File: src/rtl/mmio_responder.sv
`timescale 1ns/1ps
// mmio_responder
// ----------------------------------------------------------------------------
// Memory-port responder placed between the multicycle CPU and the word RAM
// (Memoria). Each access is decoded either to a 256-byte local I/O window or
// forwarded to the RAM. Reads from both targets return one cycle after the
// address, so the CPU sees a uniform one-cycle latency.
//
// I/O window (offsets from IO_BASE):
//   0x00 CONSOLE  write pushes Datain[7:0] into the transmit FIFO, reads 0
//   0x04 STATUS   {count at bit 8+, drop_sticky, full, empty}; write bit2 clears drop
//   0x08 CYCLE    free-running cycle counter (only with MMIO_CYCLE_COUNTER_EN)
//   0x0C SCRATCH  32-bit read/write
//   other         reads 0, writes ignored
//
// Optional feature macro: MMIO_CYCLE_COUNTER_EN
//   defined   : CYCLE register present (loadable, wrapping counter)
//   undefined : no counter, offset 0x08 reads 0 and ignores writes
//
// Ports:
//   Clk, reset          clock and synchronous active-high reset
//   Address, wr, Datain CPU memory port request
//   Dataout             read data to the CPU (1-cycle latency)
//   ram_wr, ram_dataout Memoria write strobe / registered read data
//   tx_data, tx_valid   console stream out (head byte, FIFO not empty)
//   tx_ready            console consumer accepts the head byte
// ----------------------------------------------------------------------------
module mmio_responder #(
   parameter logic [31:0] IO_BASE    = 32'hFFFF_FF00,
   parameter int          FIFO_DEPTH = 8,
   parameter int          CNT_W      = 4
) (
   input  logic        Clk,
   input  logic        reset,
   input  logic [31:0] Address,
   input  logic        wr,
   input  logic [31:0] Datain,
   output logic [31:0] Dataout,
   output logic        ram_wr,
   input  logic [31:0] ram_dataout,
   output logic [7:0]  tx_data,
   output logic        tx_valid,
   input  logic        tx_ready
);

   localparam int               PTR_W   = (FIFO_DEPTH > 1) ? $clog2(FIFO_DEPTH) : 1;
   localparam logic [CNT_W-1:0] DEPTH_C = CNT_W'(FIFO_DEPTH);

   // ---------------- decode ----------------
   logic       io_hit;
   logic [5:0] reg_idx;
   logic       wr_console;
   logic       wr_status;
   logic       wr_scratch;
   logic       unused_addr_lsb;

   assign io_hit          = (Address[31:8] == IO_BASE[31:8]);
   assign reg_idx         = Address[7:2];
   assign unused_addr_lsb = ^Address[1:0];   // byte lane bits carry no meaning here

   assign ram_wr     = wr & ~io_hit;
   assign wr_console = wr & io_hit & (reg_idx == 6'd0);
   assign wr_status  = wr & io_hit & (reg_idx == 6'd1);
   assign wr_scratch = wr & io_hit & (reg_idx == 6'd3);

   // ---------------- console FIFO ----------------
   logic [7:0]       fifo_mem [FIFO_DEPTH];
   logic [PTR_W-1:0] rd_ptr_reg;
   logic [PTR_W-1:0] wr_ptr_reg;
   logic [CNT_W-1:0] count_reg;
   logic             drop_sticky_reg;
   logic             fifo_full;
   logic             fifo_empty;
   logic             do_pop;
   logic             do_push;
   logic             do_drop;

   assign fifo_empty = (count_reg == '0);
   assign fifo_full  = (count_reg == DEPTH_C);
   assign tx_valid   = ~fifo_empty;
   assign tx_data    = fifo_mem[rd_ptr_reg];

   // A full FIFO still accepts a byte when the head leaves in the same cycle.
   assign do_pop  = tx_valid & tx_ready;
   assign do_push = wr_console & (~fifo_full | do_pop);
   assign do_drop = wr_console & fifo_full & ~do_pop;

   // Storage carries no reset; only the pointers define what is valid.
   always_ff @(posedge Clk) begin
      if (!reset && do_push) begin
         fifo_mem[wr_ptr_reg] <= Datain[7:0];
      end
   end

   always_ff @(posedge Clk) begin
      if (reset) begin
         rd_ptr_reg      <= '0;
         wr_ptr_reg      <= '0;
         count_reg       <= '0;
         drop_sticky_reg <= 1'b0;
      end else begin
         if (do_pop) begin
            rd_ptr_reg <= rd_ptr_reg + PTR_W'(1);
         end
         if (do_push) begin
            wr_ptr_reg <= wr_ptr_reg + PTR_W'(1);
         end
         case ({do_push, do_pop})
            2'b10:   count_reg <= count_reg + CNT_W'(1);
            2'b01:   count_reg <= count_reg - CNT_W'(1);
            default: count_reg <= count_reg;
         endcase
         // A fresh drop wins over a clear issued in the same cycle.
         if (do_drop) begin
            drop_sticky_reg <= 1'b1;
         end else if (wr_status && Datain[2]) begin
            drop_sticky_reg <= 1'b0;
         end
      end
   end

   // ---------------- scratch ----------------
   logic [31:0] scratch_reg;

   always_ff @(posedge Clk) begin
      if (reset) begin
         scratch_reg <= '0;
      end else if (wr_scratch) begin
         scratch_reg <= Datain;
      end
   end

   // ---------------- cycle counter ----------------
   logic [31:0] cycle_rdata;

`ifdef MMIO_CYCLE_COUNTER_EN
   logic        wr_cycle;
   logic [31:0] cycle_reg;

   assign wr_cycle = wr & io_hit & (reg_idx == 6'd2);

   // A load takes priority; counting resumes on the following edge.
   always_ff @(posedge Clk) begin
      if (reset) begin
         cycle_reg <= '0;
      end else if (wr_cycle) begin
         cycle_reg <= Datain;
      end else begin
         cycle_reg <= cycle_reg + 32'd1;
      end
   end

   assign cycle_rdata = cycle_reg;
`else
   assign cycle_rdata = '0;
`endif

   // ---------------- local read mux and return path ----------------
   logic [31:0] status_word;
   logic [31:0] io_rdata;
   logic        sel_reg;
   logic [31:0] io_rdata_reg;

   always_comb begin
      status_word              = '0;
      status_word[8 +: CNT_W]  = count_reg;
      status_word[2]           = drop_sticky_reg;
      status_word[1]           = fifo_full;
      status_word[0]           = fifo_empty;
   end

   always_comb begin
      io_rdata = '0;
      if (io_hit) begin
         case (reg_idx)
            6'd1:    io_rdata = status_word;
            6'd2:    io_rdata = cycle_rdata;
            6'd3:    io_rdata = scratch_reg;
            default: io_rdata = '0;
         endcase
      end
   end

   // Registering the local data matches Memoria's one-cycle read latency.
   always_ff @(posedge Clk) begin
      if (reset) begin
         sel_reg      <= 1'b0;
         io_rdata_reg <= '0;
      end else begin
         sel_reg      <= io_hit;
         io_rdata_reg <= io_rdata;
      end
   end

   assign Dataout = sel_reg ? io_rdata_reg : ram_dataout;

endmodule

File: config.mk
export PLATFORM = sky130hd
export DESIGN_NAME = mmio_responder
export DESIGN_NICKNAME = d
export VERILOG_FILES = /design/src/rtl/mmio_responder.sv
export SDC_FILE = /design/constraint.sdc
export NUM_CORES = 1
export LEC_CHECK = 0
export CORE_MARGIN = 3
export CORE_UTILIZATION = 40
export CTS_CLUSTER_DIAMETER = 120
export DETAILED_ROUTE_END_ITERATION = 8
export PLACE_DENSITY_LB_ADDON = 0.25
export SLEW_MARGIN = 20
export SYNTH_ARGS = -nofsm -noshare
export SYNTH_HDL_FRONTEND = slang
export SYNTH_SLANG_ARGS = --single-unit
File: constraint.sdc
create_clock -name Clk -period 5.9 [get_ports Clk]
set_input_delay 1.18 -clock Clk [delete_from_list [all_inputs] [get_ports Clk]]
set_output_delay 1.18 -clock Clk [all_outputs]
set_load 0.005 [all_outputs]
* Yosys cells after proc, flatten, opt, wreduce, memory -nomap -nowiden
Memories as Yosys holds them, arrays and structs flattened. A register that Yosys moved wholly into a read port is not among the register bits.
Cells that the tools add are included.
** Word-level totals
- Bits in registers :: 76
- Bits in latches :: 0
- Bits in writable memories :: 64
- ROM bits :: 0
- Bits of input ports :: 100
- Output and inout bits :: 42
- Logic and storage cells :: 49
- Memories kept :: 1
** Memory list
- fifo_mem :: depth 8, bits a word 8, rd ports 1, clocked after memory_dff 1, write ports 1, line 67 : logic [7:0] fifo_mem [FIFO_DEPTH];
** Cells by class
- Add/subtract/negate cells :: 4
- Multiply operators :: 0
- Divide/modulo/power cells :: 0
- $lt $le $gt $ge :: 0
- Eq/ne operators :: 6
- Shift-type cells :: 0
- Muxes and demuxes :: 9
- Bitwise operators :: 14
- Reductions and logical operators :: 8
** Operators with widths (number)
- $pmux W32 S2 :: 1
- $mux W32 :: 1
- $eq A24 B24 Y1 const B :: 1
- $and A1 B1 Y1 :: 9
- $pmux W4 S2 :: 1
- $add A3 B1 Y3 const B :: 2
- $eq A6 B1 Y1 const B :: 1
- $eq A6 B2 Y1 const B :: 1
- $logic_not A6 Y1 :: 1
- $mux W3 :: 2
- $add A4 B1 Y4 const B :: 1
- $eq A4 B4 Y1 const B :: 1
- $logic_not A4 Y1 :: 1
- $mux W1 :: 4
- $not A1 Y1 :: 4
- $reduce_bool A2 Y1 :: 2
- $sub A4 B1 Y4 const B :: 1
- $eq A2 B1 Y1 const B :: 1
- $eq A2 B2 Y1 const B :: 1
- $logic_and A1 B1 Y1 :: 2
- $reduce_or A2 Y1 :: 1
- $logic_not A1 Y1 :: 1
- $or A1 B1 Y1 :: 1

* Depth between registers and ports, before layout
- Depth after elaboration :: 8
- Depth in mapped cells :: 11
- Gate-level depth less buffers :: 11

* Least setup slack after synthesis
Ideal clock, no wire load.
- Path kind :: input to register
- Start :: input port Address[24]
- End :: register count_reg[3]
- Setup time :: 0.123 ns
- Data arrival time :: 3.250 ns
- Data required time :: 5.777 ns
- Setup slack :: 2.527 ns
- Stages :: 11
- Buffers on the path :: 0
- Path through :: nand4_1 > nor4_4 > nand3_1 > nand2_1 > inv_1 > ha_1 > a21o_1 > a21o_1 > and3_1 > mux2i_1 > mux2_1
** On the way
- Cells in the longest elaborated chain, start to end :: 6
- Elaborated cells on any way between the ends :: 8
- Classes of those cells :: 3 x eq/ne; 1 x mux; 3 x bitwise; 1 x reduce/logical
** RTL lines
- start: declaration :: line 35 : input logic [31:0] Address,
- $eq A24 B24 Y1 (*) :: line 57 : assign io_hit = (Address[31:8] == IO_BASE[31:8]);
- $and A1 B1 Y1 (*) (2 in series) :: line 62 : assign wr_console = wr & io_hit & (reg_idx == 6'd0);
- $and A1 B1 Y1 (*) :: line 85 : assign do_push = wr_console & (~fifo_full | do_pop);
- $eq A2 B1 Y1 or $eq A2 B2 Y1 (tied branches) :: line 108 : case ({do_push, do_pop})
- $pmux W4 S2 or $reduce_bool A2 Y1 (tied branches)
- end signal: assignment :: line 109 : 2'b10: count_reg <= count_reg + CNT_W'(1);
- end signal: assignment :: line 110 : 2'b01: count_reg <= count_reg - CNT_W'(1);
- end signal: assignment :: line 111 : default: count_reg <= count_reg;
- end: declaration :: line 70 : logic [CNT_W-1:0] count_reg;
Every way passes the cells marked *; elsewhere a longest branch is shown, timed or not.
A chain may end at the register's enable or synchronous reset.

* Worst setup path after layout
- Start :: input port Address[27]
- End :: output port ram_wr
** On the way
- Cells in the longest elaborated chain, start to end :: 3
** RTL lines
- $eq A24 B24 Y1 :: line 57
- $not A1 Y1 (no line)
- $and A1 B1 Y1 :: line 61 : assign ram_wr = wr & ~io_hit;
- end: declaration :: line 39 : output logic ram_wr,
Every way passes these cells.

==> metrics.md <==
| Metric | Value |
|---|---|
| Number of I/O port buffers | `139` |
| Final Critical Period | `4310 ps` |
| Clock root cell | `sky130_fd_sc_hd__clkbuf_16` |
| Data required time of the worst path | `4720 ps` |
| Maximum ir drop on the vdd rail | `0.000186 V` |
| Clk slew on worst S/H paths | `60 ps` |
| Launching element type of the critical path | `input port` |
| DRC violations left | `0` |
| Number of pins with negative max-slew slack in the final report | `0` |
| Pre-Repair DR Iteration Count | `4` |
| Multi-input gate area in the final layout | `2080 um2` |
| Flip-flop count of the largest register after layout | `64` |
| Standard-cell rows | `43` |
| Average wire length per cell after detail routing | `15.5 um` |
| Syn-to-layout area delta | `38.0%` |
| Deepest level of the CTS H-tree | `4` |
| Distinct cell type count after synthesis | `43` |
| Power density of the placed cells | `299 nW/um2` |
| Hold Worst Slack | `443 ps` |
| Antenna diode count | `0` |
| Final hold vios | `0` |
| Flip-flop cell with the highest count after synthesis | `sky130_fd_sc_hd__dfxtp_1` |
| Sequential element share of the synthesized area | `61.2%` |
| Flip-flop and latch count after synthesis | `143` |
| Setup repair after global routing missed its margin | `no` |
| TritonCTS clock tree | `done` |
| Setup TNS | `0 ps` |
| Area of the core | `13,900 um2` |
| Post-CTS setup-driven buffer insertion count | `0` |
| Number of DRC markers in iteration 0 | `236` |
| Most common cell after layout, fill and taps aside | `sky130_fd_sc_hd__clkdlybuf4s50_1` |
| Later-pin clock latency in the skew report | `410 ps` |
| Count of warnings emitted by yosys | `0` |
| Floorplan die area | `15,800 um2` |
| Worst-path fanout max | `7` |
| Post-CTS Hold Fix Bufs | `0` |
| Final setup vio count | `0` |
| Number of global-route vias before repair | `3,986` |
| Routability congestion estimate from global placement | `0.749` |
| Fmax | `232 MHz` |
| Least-Margin Pin Slew | `954 ps` |
| HPWL after detailed placement | `8590 um` |
| Most used cells in the layout excluding fill and tap cells | `sky130_fd_sc_hd__clkdlybuf4s50_1, sky130_fd_sc_hd__dfxtp_1, sky130_fd_sc_hd__nand2_1` |
| Sequential Area | `3500 um2` |
| Layout cells sized above 1 | `18.5%` |
| Cell Count Post-Placement | `754` |
| Top Ports | `142` |
| Tcrit/Tclk final | `73.1%` |
| Clock net sink count | `143` |
| Number of enable flip-flop cells after synthesis | `64` |
| Number of gates resized after CTS | `0` |
| Vias post-DR | `3,861` |
| Total GRT Usage | `16.0%` |
| Initial Utilization | `41.1%` |
| Detail-routed via count per cell | `4.91` |
| Post-Synthesis Net Count | `557` |
| Relative slew slack | `36.2%` |
| Maxcap violations | `0` |
| Total wirelength of the detailed-routed design | `12,200 um` |
| Data arrival time of the worst path | `3130 ps` |
| Gr ovfl total | `0` |
| Detail Route Antenna Nets | `0` |
| Count of fill cells added during filler insertion | `1,141` |
| Vertical die dimension | `126 um` |
| Min-Delay Path Class | `reg2reg` |
| Bufs on Longest Clock Path | `2` |
| Post-synth design cell area | `5720 um2` |
| Number of nets in the layout | `698` |
| Result of the run | `completed` |
| Proportion of register bits with asynchronous set or reset after synthesis | `0%` |
| Die width | `126 um` |
| Largest net degree at the start of global routing | `53` |
| Average size of a mapped cell | `12.7 um2` |
| Total clock buffers created by CTS | `17` |
| Wire length of the first global-routing pass | `19,800 um` |
| Mapped Cells | `452` |
| Design Power | `2.36 mW` |
| Final Non-Filler Cells | `786` |
| Static Leak | `2.79 nW` |
| Kind of end point of the critical path | `output port` |
| Clock tree skew after final layout | `4.37 ps` |
| Crit Path Class | `in2out` |
| Number of antenna violations at the first check in global routing | `0` |
[final timing paths]
kind | startpoint | endpoint | slack, ps | depth (start not counted)
max | Address[27] | ram_wr | 1590 | 6
min | scratch_reg[19] | scratch_reg[19] | 440 | 2
max reg2reg | count_reg[0] | count_reg[3] | 3090 | 10
min reg2reg | scratch_reg[19] | scratch_reg[19] | 440 | 2
[worst max-delay path, stage by stage]
cell,delay (ps)
sky130_fd_sc_hd__clkdlybuf4s50_1,480
sky130_fd_sc_hd__nand4_2,120
sky130_fd_sc_hd__nor4_4,510
sky130_fd_sc_hd__nand2_1,180
sky130_fd_sc_hd__and2_1,200
sky130_fd_sc_hd__clkdlybuf4s50_1,460
[final cells by class]
cell class	instances	share of cell area (%)
tap	180	2.85
clock buffer	25	6.97
inverter	5	0.238
multi-input combinational	279	26.4
sequential	143	44.4
timing repair buffer	147	18.3
clock inverter	7	0.871
[logic make-up after synthesis]
group           count (synthesis)  share of synthesized area, %
simple gates                  163                          14.5
flops                         143                          61.2
mux                            68                          16.6
compound gates                 40                          3.59
buf+inv                        30                          2.41
fa+ha+maj                       5                          1.22
xor+xnor                        3                         0.459
[routing by layer]
layer | track usage (%) | share of wire, %
met2 | 26.6 | 51
met3 | 4.70 | 5.7
met5 | 0 | 0
met1 | 19.8 | 41
met4 | 6.19 | 1.8
[stage by stage]
step,util (%),cell area [um2],setup slack (ps)
after floorplan,-,5720,2530
after global placement,52.2,7270,1580
after CTS,56.7,7900,1570
after global routing,56.7,7900,1450
after detailed placement,52.2,7280,1570
final,56.7,7900,1590
[power by group]
group	internal [mW]	total, mW	switching, mW
sequential	1.04	1.07	0.0258
clock	0.689	1.07	0.377
combinational	0.162	0.226	0.0639
[synth_stat cells, types with 2 or more instances]
library cell	number	share of area, %
sky130_fd_sc_hd__a21o_1	2	0.26
sky130_fd_sc_hd__a21oi_1	37	3.2
sky130_fd_sc_hd__and2_1	28	3.1
sky130_fd_sc_hd__and3_1	3	0.33
sky130_fd_sc_hd__buf_1	5	0.33
sky130_fd_sc_hd__buf_2	3	0.26
sky130_fd_sc_hd__buf_4	3	0.39
sky130_fd_sc_hd__clkbuf_1	11	0.72
sky130_fd_sc_hd__clkbuf_2	2	0.17
sky130_fd_sc_hd__dfxtp_1	79	28
sky130_fd_sc_hd__edfxtp_1	64	34
sky130_fd_sc_hd__ha_1	4	0.87
sky130_fd_sc_hd__inv_1	5	0.33
sky130_fd_sc_hd__mux2_2	40	7.9
sky130_fd_sc_hd__mux2_4	4	1.0
sky130_fd_sc_hd__mux2i_1	7	1.2
sky130_fd_sc_hd__mux4_2	16	6.3
sky130_fd_sc_hd__nand2_1	73	4.8
sky130_fd_sc_hd__nand2b_1	2	0.22
sky130_fd_sc_hd__nand3_1	5	0.44
sky130_fd_sc_hd__nand4_1	7	0.77
sky130_fd_sc_hd__nor2_1	21	1.4
sky130_fd_sc_hd__nor2b_1	2	0.22
sky130_fd_sc_hd__nor3_1	7	0.61
sky130_fd_sc_hd__or2_2	3	0.33
sky130_fd_sc_hd__xor2_1	2	0.31
No activity file was read; power rests on OpenSTA's default activity.
